[src/rtl/addsub_arbiter.sv]
// -----------------------------------------------------------------------------
// addsub_arbiter
//
// Shares one external combinational add/subtract unit among four requesters.
// A round-robin arbiter picks a winner in IDLE and latches its operands and
// opcode into the au_* registers that feed the shared unit. The unit settles
// during EXEC, and the closing EXEC edge captures its sum, carry and signed
// overflow. DONE then pulses the winner's done bit for one cycle.
//
// Handshake: a requester holds req[i] with valid op_a/op_b/op_sub until it
// sees grant[i]. Operands are sampled only on the IDLE->EXEC edge. Once
// grant[i] is high, the requester may change its operands. It must drop
// req[i] by the edge that ends its DONE cycle, otherwise the request counts
// as a new one. done[i] marks the single cycle in which result/carry/ovf
// hold that requester's answer. The results stay valid until the next
// capture.
//
// Ports
//   clock, resetn       clock (rising edge), asynchronous active-low reset
//   req[3:0]            request per requester
//   op_sub[3:0]         opcode per requester (0 add, 1 subtract A-B)
//   op_a, op_b          packed operands, requester i at [i*N +: N]
//   grant[3:0]          one-hot winner during EXEC and DONE
//   done[3:0]           one-hot, one-cycle completion pulse (DONE)
//   result/carry/ovf    registered sum, carry-out (no-borrow for sub), overflow
//   busy                high in EXEC and DONE
//   au_a/au_b/au_addsub registered operands/opcode to the shared unit
//   au_s/au_cout        shared unit sum and carry-out
//   dbg_state           current FSM state (0 IDLE, 1 EXEC, 2 DONE)
// -----------------------------------------------------------------------------
module addsub_arbiter #(
    parameter int N = 5
) (
    input  logic           clock,
    input  logic           resetn,
    input  logic [3:0]     req,
    input  logic [3:0]     op_sub,
    input  logic [4*N-1:0] op_a,
    input  logic [4*N-1:0] op_b,
    output logic [3:0]     grant,
    output logic [3:0]     done,
    output logic [N-1:0]   result,
    output logic           carry,
    output logic           ovf,
    output logic           busy,
    output logic [N-1:0]   au_a,
    output logic [N-1:0]   au_b,
    output logic           au_addsub,
    input  logic [N-1:0]   au_s,
    input  logic           au_cout,
    output logic [1:0]     dbg_state
);

    typedef enum logic [1:0] {
        ST_IDLE = 2'd0,
        ST_EXEC = 2'd1,
        ST_DONE = 2'd2
    } state_t;

    state_t     state;
    state_t     state_nxt;
    logic [1:0] last;
    logic [1:0] winner;
    logic [1:0] pick;
    logic [1:0] cand;
    logic       found;
    logic       ovf_nxt;

    // Round-robin search: start one past the last served requester and wrap.
    // k = 4 wraps back to 'last' itself. This lets a lone repeat requester
    // be served again.
    always_comb begin
        pick  = last;
        cand  = '0;
        found = 1'b0;
        for (int k = 1; k <= 4; k++) begin
            cand = last + 2'(k);
            if (!found && req[cand]) begin
                pick  = cand;
                found = 1'b1;
            end
        end
    end

    // Signed overflow: the effective B sign (inverted for subtract) matches
    // the A sign, and the result sign differs from A.
    assign ovf_nxt = (au_a[N-1] == (au_b[N-1] ^ au_addsub)) && (au_s[N-1] != au_a[N-1]);

    always_ff @(posedge clock or negedge resetn) begin
        if (!resetn) begin
            state <= ST_IDLE;
        end else begin
            state <= state_nxt;
        end
    end

    always_comb begin
        state_nxt = state;
        case (state)
            ST_IDLE: if (|req) state_nxt = ST_EXEC;
            ST_EXEC: state_nxt = ST_DONE;
            ST_DONE: state_nxt = ST_IDLE;
            default: state_nxt = ST_IDLE;
        endcase
    end

    always_ff @(posedge clock or negedge resetn) begin
        if (!resetn) begin
            grant     <= '0;
            done      <= '0;
            result    <= '0;
            carry     <= 1'b0;
            ovf       <= 1'b0;
            au_a      <= '0;
            au_b      <= '0;
            au_addsub <= 1'b0;
            winner    <= 2'd0;
            last      <= 2'd3;
        end else begin
            case (state)
                ST_IDLE: begin
                    if (|req) begin
                        au_a      <= op_a[pick*N +: N];
                        au_b      <= op_b[pick*N +: N];
                        au_addsub <= op_sub[pick];
                        winner    <= pick;
                        grant     <= 4'b0001 << pick;
                    end
                end
                ST_EXEC: begin
                    result <= au_s;
                    carry  <= au_cout;
                    ovf    <= ovf_nxt;
                    done   <= 4'b0001 << winner;
                end
                ST_DONE: begin
                    done  <= '0;
                    grant <= '0;
                    last  <= winner;
                end
                default: begin
                    done  <= '0;
                    grant <= '0;
                end
            endcase
        end
    end

    assign busy      = (state != ST_IDLE);
    assign dbg_state = state;

endmodule

[config.mk]
export PLATFORM = sky130hd
export DESIGN_NAME = addsub_arbiter
export DESIGN_NICKNAME = d
export VERILOG_FILES = /design/src/rtl/addsub_arbiter.sv
export SDC_FILE = /design/constraint.sdc
export NUM_CORES = 1
export LEC_CHECK = 0
export ABC_AREA = 1
export BUFFER_PORTS_ARGS = -buffer_cell sky130_fd_sc_hd__buf_2
export CORE_UTILIZATION = 49
export DETAILED_ROUTE_END_ITERATION = 10
export PLACE_DENSITY = 0.84
export SETUP_SLACK_MARGIN = 0.15
export SYNTH_ARGS = -nofsm -noshare
export SYNTH_HDL_FRONTEND = slang
export SYNTH_SLANG_ARGS = --single-unit
[constraint.sdc]
create_clock -name clock -period 1.9 [get_ports clock]
set_input_delay 0.285 -clock clock [delete_from_list [all_inputs] [get_ports clock]]
set_output_delay 0.285 -clock clock [all_outputs]
set_load 0.005 [all_outputs]
==> flow_summary.ini, run 1 <==
[worst_setup_path]
crit_path_frequent_cell = nand2_4
worstSetupPathType = reg2reg
start_kind = flip-flop
cp_data_arrival_time_ps = 2150
rrSetupSlack_ps = -90
worstPathRequired_ps = 2070
slowest_stage = dfstp_2
r2r_start = last[0]
worstPathCellList = inv_4, nand2_2, nand2_4, nand2_4, nand2_4, inv_6, nand3_4, clkinv_4, nand2_8, nand2_8, nand3_2, nand3_2, nand2_1
max_stage_delay_ps = 630
cp-startpoint = last[0]
crit_fanout = 8
crit_path_end_kind = flip-flop

[drt]
detail_route.wl_per_cell_um = 14.9
routed_via_density = 5.35
postRouteAntennaNets = 0
vias = 2206
drtPass1Iterations = 4
wl_mm = 6.13
drt_iter0_markers = 169
drcViolationCount = 0

[global_routing]
antenna_found_initial = 0
overflow = 0
grt_max_degree = 33
grt_usage_pct = 29.0
grt_pass1_vias = 2101
grt_pass1_wl_mm = 9.83

[placement]
routabilityCongestion = 0.915
io_buffers = 84
placed_area_mm2 = 0.00265
dp_hpwl_mm = 4.24
dp_cells = 398

[power]
finalPower_mw = 6.45
seq_power_share_pct = 19.4
vdd_drop_max_v = 0.00108
p_int_mw = 3.17
power_frac_comb_pct = 70.8
clock_power_share_pct = 9.8
power_switching_mw = 3.29
swShare_pct = 50.9
p_leak_nw = 1.56
cellPowerDensity_mw_per_mm2 = 2160

[layout]
fillCellCount = 297
final_area_mm2 = 0.00298
layout-drive-gt1-share_pct = 49.2
insertedDiodeCount = 0
stdcell_count = 412
syn2layout_area_growth_pct = 37.9
nets = 417

[floorplan]
fp.coreArea_mm2 = 0.00412
initial_utilization_pct = 52.6
rows = 23
pin_count = 85
die_w_um = 68.4
die_y_um = 68.4
dieArea_mm2 = 0.00468

[synth]
yosys_register_bits = 32
netlist.area_leader.share_pct = 34.7
yosys-top-cells-area = dfrtp_1 (35%), nand2_1 (14%), nand3_1 (11%)
yosysSeqAreaShare_pct = 37.1
synth_ff_type = dfrtp_1
netlist.top_cell.by_area = dfrtp_1
synth_area_per_cell_um2 = 8.23
synth_warnings = 0
synth_edf_count = 0
syn_nets = 319
syn_inst = 263
synth_async_sr_flop_share_pct = 100
synth.distinct_cells = 27
syn-cell-area_mm2 = 0.00216

[clocking]
numCtsBuffers = 5
htree_levels = 2
cts_tree = done
clk_pin_slew_ps = 70
clk_path_buf_depth = 2
cts_root_buf = clkbuf_8
insertion_delay_ps = 280
cts_hold_buf = 0
cts.sink_count = 32

[sta]
clock_skew_ps = 4.36
drv_slew = 0
fin_crit_sh_pct = 105
fin_crit_ps = 1990
timing.final.ws_setup_ps = -86.1
grt_setup_unrepaired = true
setup_violations = 13
maxSlewHeadroom_pct = 52.5
hold_viol = 0
timing.fmax_ghz = 0.504
tightest_slew_ps = 712

[min_path]
hp-class = in2async

[flow_run]
maxCapViolations = 0

[outcome]
violations = setup timing
status = finished with violations
==> worst max-delay path, delay by kind of cell, from the launching register on <==
kind          cells  cell delay (ps)
buf+inv           3              320
flops             1              630
simple gates     10              910
==> path summary, 6_finish.rpt <==
check	end	cells past startpoint
worst max-delay path	au_addsub	13
worst min-delay path	done[1]	1
worst max register to register	au_addsub	13
worst min register to register	result[3]	2
max in group asynchronous	au_addsub	1
min in group clock	result[2]	3
==> synth_stat cells (3+ instances only) <==
cell type / number
nand2_1: 78
nand3_1: 49
dfrtp_1: 30
nand3_2: 24
nand2_2: 13
nand2_4: 11
inv_1: 10
o21ai_0: 7
buf_4: 5
o21ai_1: 5
a32o_1: 4
a21oi_1: 3
buf_6: 3
nor2_1: 3
==> logic make-up (layout without fill, tap and decap cells) <==
| group | count (synthesis) | after routing | synth area share, % |
|---|---|---|---|
| compound gates | 20 | 20 | 5.73 |
| buf+inv | 28 | 123 | 8.56 |
| xor+xnor | 1 | 1 | 0.405 |
| simple gates | 182 | 186 | 48.2 |
| flops | 32 | 32 | 37.1 |
==> metrics by stage <==
step	hold WS, ps	setup WS (ps)	util, %	TNS, ps
global placement	354	28.1	64.3	0
detailed placement	366	-53.2	64.3	-482
floorplan	-10.6	192	-	0
global route	87.7	-180	72.5	-2010
CTS	57.6	-10.8	72.2	-32.4
finish	53.0	-86.1	72.5	-461
==> power by group through the flow <==
stage	clock network, mW	registers [mW]	logic [mW]
final	0.632	1.25	4.57
after global routing	0.680	1.30	5.01
after CTS	0.647	1.25	4.45
after detailed placement	0	1.25	3.75
after global placement	0	1.24	3.64
after floorplan	0	1.25	2.95
==> timing repair <==
item                                    4_1_cts  5_1_grt
cloned                                        4        0
endpoints found under the hold margin         0        0
gates resized for setup                      31        2
buffers inserted                              2        0
pin swaps                                    10        2
endpoints found under the setup margin       17       17
==> placed cells by master, fill, tap and decap left out, drive strengths merged <==
cell type / count
a21oi: 3
a32o: 4
buf: 100
bufinv: 1
clkbuf: 6
clkinv: 3
dfrtp: 30
dfstp: 2
inv: 13
nand2: 105
nand3: 76
nand4: 2
nor2: 3
o21ai: 13
xnor2: 1
==> cell type report <==
cell class	count	area [um^2]	area share, %
tap	50	62.6	2.10
clock inverter	2	35.0	1.17
inverter	15	68.8	2.31
multi-input combinational	207	1380	46.3
clock buffer	6	72.6	2.43
sequential	32	803	26.9
timing repair buffer	100	561	18.8
==> sequential cells by signal, summed over array words and instances (netlist names) <==
signal	cells
done	4
result	5
au_b	5
grant	4
au_a	5
winner	2
dbg_state	2
last	2
ovf	1
carry	1
au_addsub	1
==> routing by layer <==
layer | vias up | GRT usage (%) | wire, um
li1 | 1083 | - | -
met1 | 1003 | 36.2 | 2560
met2 | 106 | 48.7 | 2990
met3 | 14 | 5.67 | 390
met4 | 0 | 11.5 | 190
met5 | - | 0 | 0
Power figures use the tool's default switching activity.
==> inputs of run 2 (changes only) <==
- BUFFER_PORTS_ARGS: -buffer_cell sky130_fd_sc_hd__buf_2 -> not set
- CORE_UTILIZATION: 49 -> 59
- DONT_BUFFER_PORTS: not set -> 1
- PLACE_DENSITY: 0.84 -> 0.76
==> flow_summary.ini, run 2 (synthesis gave the netlist of run 1 again) <==
[global_routing]
grt_max_degree = 33
grt_pass1_wl_mm = 8.88
antenna_found_initial = 0
grt_usage_pct = 29.2
overflow = 0
grt_pass1_vias = 1903

[clocking]
clk_path_buf_depth = 2
insertion_delay_ps = 340
cts_tree = done
cts_root_buf = clkbuf_4
clk_pin_slew_ps = 100
htree_levels = 2
numCtsBuffers = 5
cts.sink_count = 32

[worst_setup_path]
max_stage_delay_ps = 630
slowest_stage = dfstp_2
path_delay_family = simple AND/OR/NAND/NOR gates
crit_buf_inv = 4
worstSetupPathType = reg2reg
worstPathCellList = buf_6, nand2_4, nand2_4, nand2_4, nand2_8, inv_8, nand3_4, clkinv_4, nand2_8, nand2_8, buf_6, o21ai_2
crit_path_end_kind = flip-flop
cp_data_arrival_time_ps = 2200
crit_fanout = 6
worstPathRequired_ps = 2170
start_kind = flip-flop

[power]
p_int_mw = 2.96
vdd_drop_max_v = 0.00119
p_leak_nw = 1.24
power_frac_comb_pct = 69.0
swShare_pct = 52.0
seq_power_share_pct = 21.3
cellPowerDensity_mw_per_mm2 = 2380
clock_power_share_pct = 9.7
power_switching_mw = 3.21

[layout]
multi_input_area_mm2 = 0.00136
seq_area_um2 = 803
final_common_cell = nand2_1
final_util_pct = 75.9
nets = 335
layout-drive-gt1-share_pct = 33.9
largestRegisters = au_a: 5 flops, au_b: 5 flops, result: 5 flops
insertedDiodeCount = 0
syn2layout_area_growth_pct = 19.8
fillCellCount = 227
final_area_mm2 = 0.00259
stdcell_count = 326
layout_common_cells = nand2_1 (75), nand3_1 (47), dfrtp_1 (30)

[sta]
holdWs_ps = 55.2
clock_skew_ps = 8.93
setup_violations = 14
timing.fmax_ghz = 0.518
hold_viol = 0
tightest_slew_ps = 401
maxSlewHeadroom_pct = 73.0
fin_crit_sh_pct = 102
timing.final.ws_setup_ps = -32.2
drv_slew = 0
fin_crit_ps = 1930
grt_setup_unrepaired = true

[placement]
pre_cts_slack_ps = -60.3
io_buffers = 0
dp_cells = 306
dp_hpwl_mm = 3.64
routabilityCongestion = 0.823
placed_area_mm2 = 0.00220

[drt]
postRouteAntennaNets = 0
drcViolationCount = 0
wl_mm = 5.78
drtPass1Iterations = 4
vias = 1970
detail_route.wl_per_cell_um = 17.7
drt_iter0_markers = 115
routed_via_density = 6.04

[flow_run]
maxCapViolations = 0

[outcome]
violations = setup timing
status = finished with violations

[min_path]
hp-class = in2reg

[floorplan]
fp.coreArea_mm2 = 0.00342
die_y_um = 62.6
die_w_um = 62.6
pin_count = 85
initial_utilization_pct = 63.3
dieArea_mm2 = 0.00391
rows = 21
## run 2: cell types whose count changed in the layout (fill, tap and decap cells not counted), moves of 2 or more
cell	change
buf_12	+2
o21ai_1	-2
clkbuf_4	+5
nand3_2	-3
clkbuf_8	-3
nand3_1	+2
buf_2	-84
## run 2: layer usage
metal | up-vias | part of all wire, % | wire length [um] | GRT usage, %
met5 | - | 0 | 0 | 0
met4 | 0 | 2.7 | 155 | 10.8
met3 | 12 | 9.7 | 559 | 9.67
met2 | 113 | 49 | 2840 | 48.8
met1 | 929 | 39 | 2230 | 34.8
li1 | 916 | - | - | -
## run 2: timing repair
action	CTS	global route
setup buffers	7	1
gates resized for setup	15	18
hold endpoints to repair	32	0
endpoints found under the setup margin	17	17
cloned	2	0
hold buffers	2	0
pin swaps	11	12
## run 2: power groups by stage
stage / combinational, mW / clock (mW) / sequential [mW]
floorplan: 2.95 / 0 / 1.25
global placement: 3.21 / 0 / 1.32
detailed placement: 3.29 / 0 / 1.33
CTS: 3.87 / 0.598 / 1.31
global route: 4.63 / 0.633 / 1.35
finish: 4.26 / 0.596 / 1.32
## run 2: area by class of cell
type	instances	area share, %
tap	46	2.22
clock buffer	7	2.51
multi-input combinational	205	52.6
sequential	32	31.0
timing repair buffer	20	7.77
clock inverter	1	1.16
inverter	15	2.75
## run 2: final timing paths
| kind | from | to | slack (ps) | cells past startpoint |
|---|---|---|---|---|
| max reg2reg | last[0] | winner[1] | -30 | 12 |
| max | last[0] | winner[1] | -30 | 12 |
| min reg2reg | result[3] | result[3] | 510 | 2 |
| min | au_s[3] | result[3] | 60 | 2 |
| max in group asynchronous | resetn | last[0] | 1280 | 2 |
| min in group asynchronous | resetn | grant[1] | 380 | 2 |
## run 2: stage by stage
step | total power [mW] | setup TNS, ps
after global placement | 4.54 | 0
after detailed placement | 4.62 | -93.8
after global routing | 6.62 | -1430
final | 6.17 | -192
after CTS | 5.78 | 0
after floorplan | 4.19 | 0
==> inputs of run 3 (changes only) <==
- CORE_UTILIZATION: 59 -> 38
- PLACE_DENSITY: 0.76 -> 0.53
==> flow_summary.ini, run 3 (synthesis gave the netlist of run 1 again) <==
[flow_run]
maxCapViolations = 0

[global_routing]
overflow = 0
grt_pass1_wl_mm = 8.91
grt_pass1_vias = 1833
antenna_found_initial = 0
grt_max_degree = 33
grt_usage_pct = 19.1

[worst_setup_path]
cp_data_arrival_time_ps = 2080
path_delay_family = simple AND/OR/NAND/NOR gates
slowest_stage = dfstp_2
worstPathRequired_ps = 2110
crit_path_end_kind = flip-flop
max_stage_delay_ps = 610
crit_fanout = 8
start_kind = flip-flop
worstSetupPathType = reg2reg
crit_buf_inv = 2
worstPathCellList = inv_4, nand2_2, nand2_4, nand2_4, nand2_8, o21ai_4, nand2_2, nand2_4, nand2_8, buf_4, o21ai_1
crit_path_frequent_cell = nand2_4

[layout]
final_common_cell = nand2_1
nets = 341
largestRegisters = au_a: 5 flops, au_b: 5 flops, result: 5 flops
stdcell_count = 358
fillCellCount = 543
seq_area_um2 = 803
multi_input_area_mm2 = 0.00135
layout_common_cells = nand2_1 (75), nand3_1 (45), dfrtp_1 (30)
syn2layout_area_growth_pct = 23.2
layout-drive-gt1-share_pct = 35.3
insertedDiodeCount = 0

[sta]
timing.fmax_ghz = 0.534
fin_crit_sh_pct = 98.5
clock_skew_ps = 5.07
grt_setup_unrepaired = true
fin_crit_ps = 1870
holdWs_ps = 115
hold_viol = 0
maxSlewHeadroom_pct = 69.9
drv_slew = 0
tightest_slew_ps = 447
timing.final.ws_setup_ps = 28.6
totalNegativeSetupSlack_ps = 0
setup_violations = 0

[floorplan]
initial_utilization_pct = 39.3
dieArea_mm2 = 0.00600
die_w_um = 77.5
pin_count = 85
die_y_um = 77.5
rows = 27
fp.coreArea_mm2 = 0.00551

[min_path]
hp-class = in2reg

[power]
p_leak_nw = 1.26
vdd_drop_max_v = 0.00107
finalPower_mw = 6.15
cellPowerDensity_mw_per_mm2 = 2310

[placement]
routabilityCongestion = 0.864
pre_cts_slack_ps = -7.88
dp_cells = 336
io_buffers = 0
dp_hpwl_mm = 3.94

[clocking]
cts.sink_count = 32
numCtsBuffers = 5
clk_path_buf_depth = 2
cts_root_buf = clkbuf_8
cts_tree = done
htree_levels = 2
insertion_delay_ps = 280
clk_pin_slew_ps = 70

[drt]
drcViolationCount = 0
wl_mm = 5.61
postRouteAntennaNets = 0
routed_via_density = 5.16
drtPass1Iterations = 4
detail_route.wl_per_cell_um = 15.7
vias = 1849
drt_iter0_markers = 98

[outcome]
status = finished clean
## run 3: final cells by class
type / count / area share (%)
repair buffers: 26 / 10.0
clock inverters: 3 / 0.704
flip-flops and latches: 32 / 30.1
clock buffers: 5 / 2.58
multi-input cells: 205 / 50.6
inverters: 15 / 2.58
well taps: 72 / 3.38
## run 3: final timing paths
kind / end / cells after the start / from / slack [ps]
setup reg to reg: grant[0] / 11 / last[0] / 30
hold reg to reg: result[2] / 2 / result[2] / 500
hold / removal: result[3] / 2 / au_s[3] / 120
max in group asynchronous: last[0] / 2 / resetn / 1220
setup / recovery: grant[0] / 11 / last[0] / 30
min in group asynchronous: result[1] / 2 / resetn / 440
## run 3: metrics by stage
step                      instance area [um^2]  util [%]
after floorplan                           2160         -
after global placement                    2290      41.6
after detailed placement                  2290      41.6
after CTS                                 2450      44.5
after global routing                      2670      48.4
final                                     2670      48.4
## run 3: routing by layer
| layer | GRT usage [%] | share of wire (%) |
|---|---|---|
| met3 | 5.53 | 7.1 |
| met4 | 6.04 | 1.3 |
| met1 | 24.0 | 43 |
| met5 | 0 | 0 |
| met2 | 31.5 | 48 |
## run 3: where the power goes
| group | total (mW) | internal [mW] | switching [mW] |
|---|---|---|---|
| clock network | 0.526 | 0.255 | 0.271 |
| logic | 4.29 | 1.72 | 2.57 |
| registers | 1.33 | 1.03 | 0.305 |
| total | 6.15 | 3.00 | 3.15 |
## run 3: repair_timing
item,in CTS,in global routing
pin swaps,0,11
endpoints found under the hold margin,32,0
hold buffers,2,0
gates resized for setup,6,24
gates cloned,0,2
endpoints found under the setup margin,17,17
setup buffers,2,8
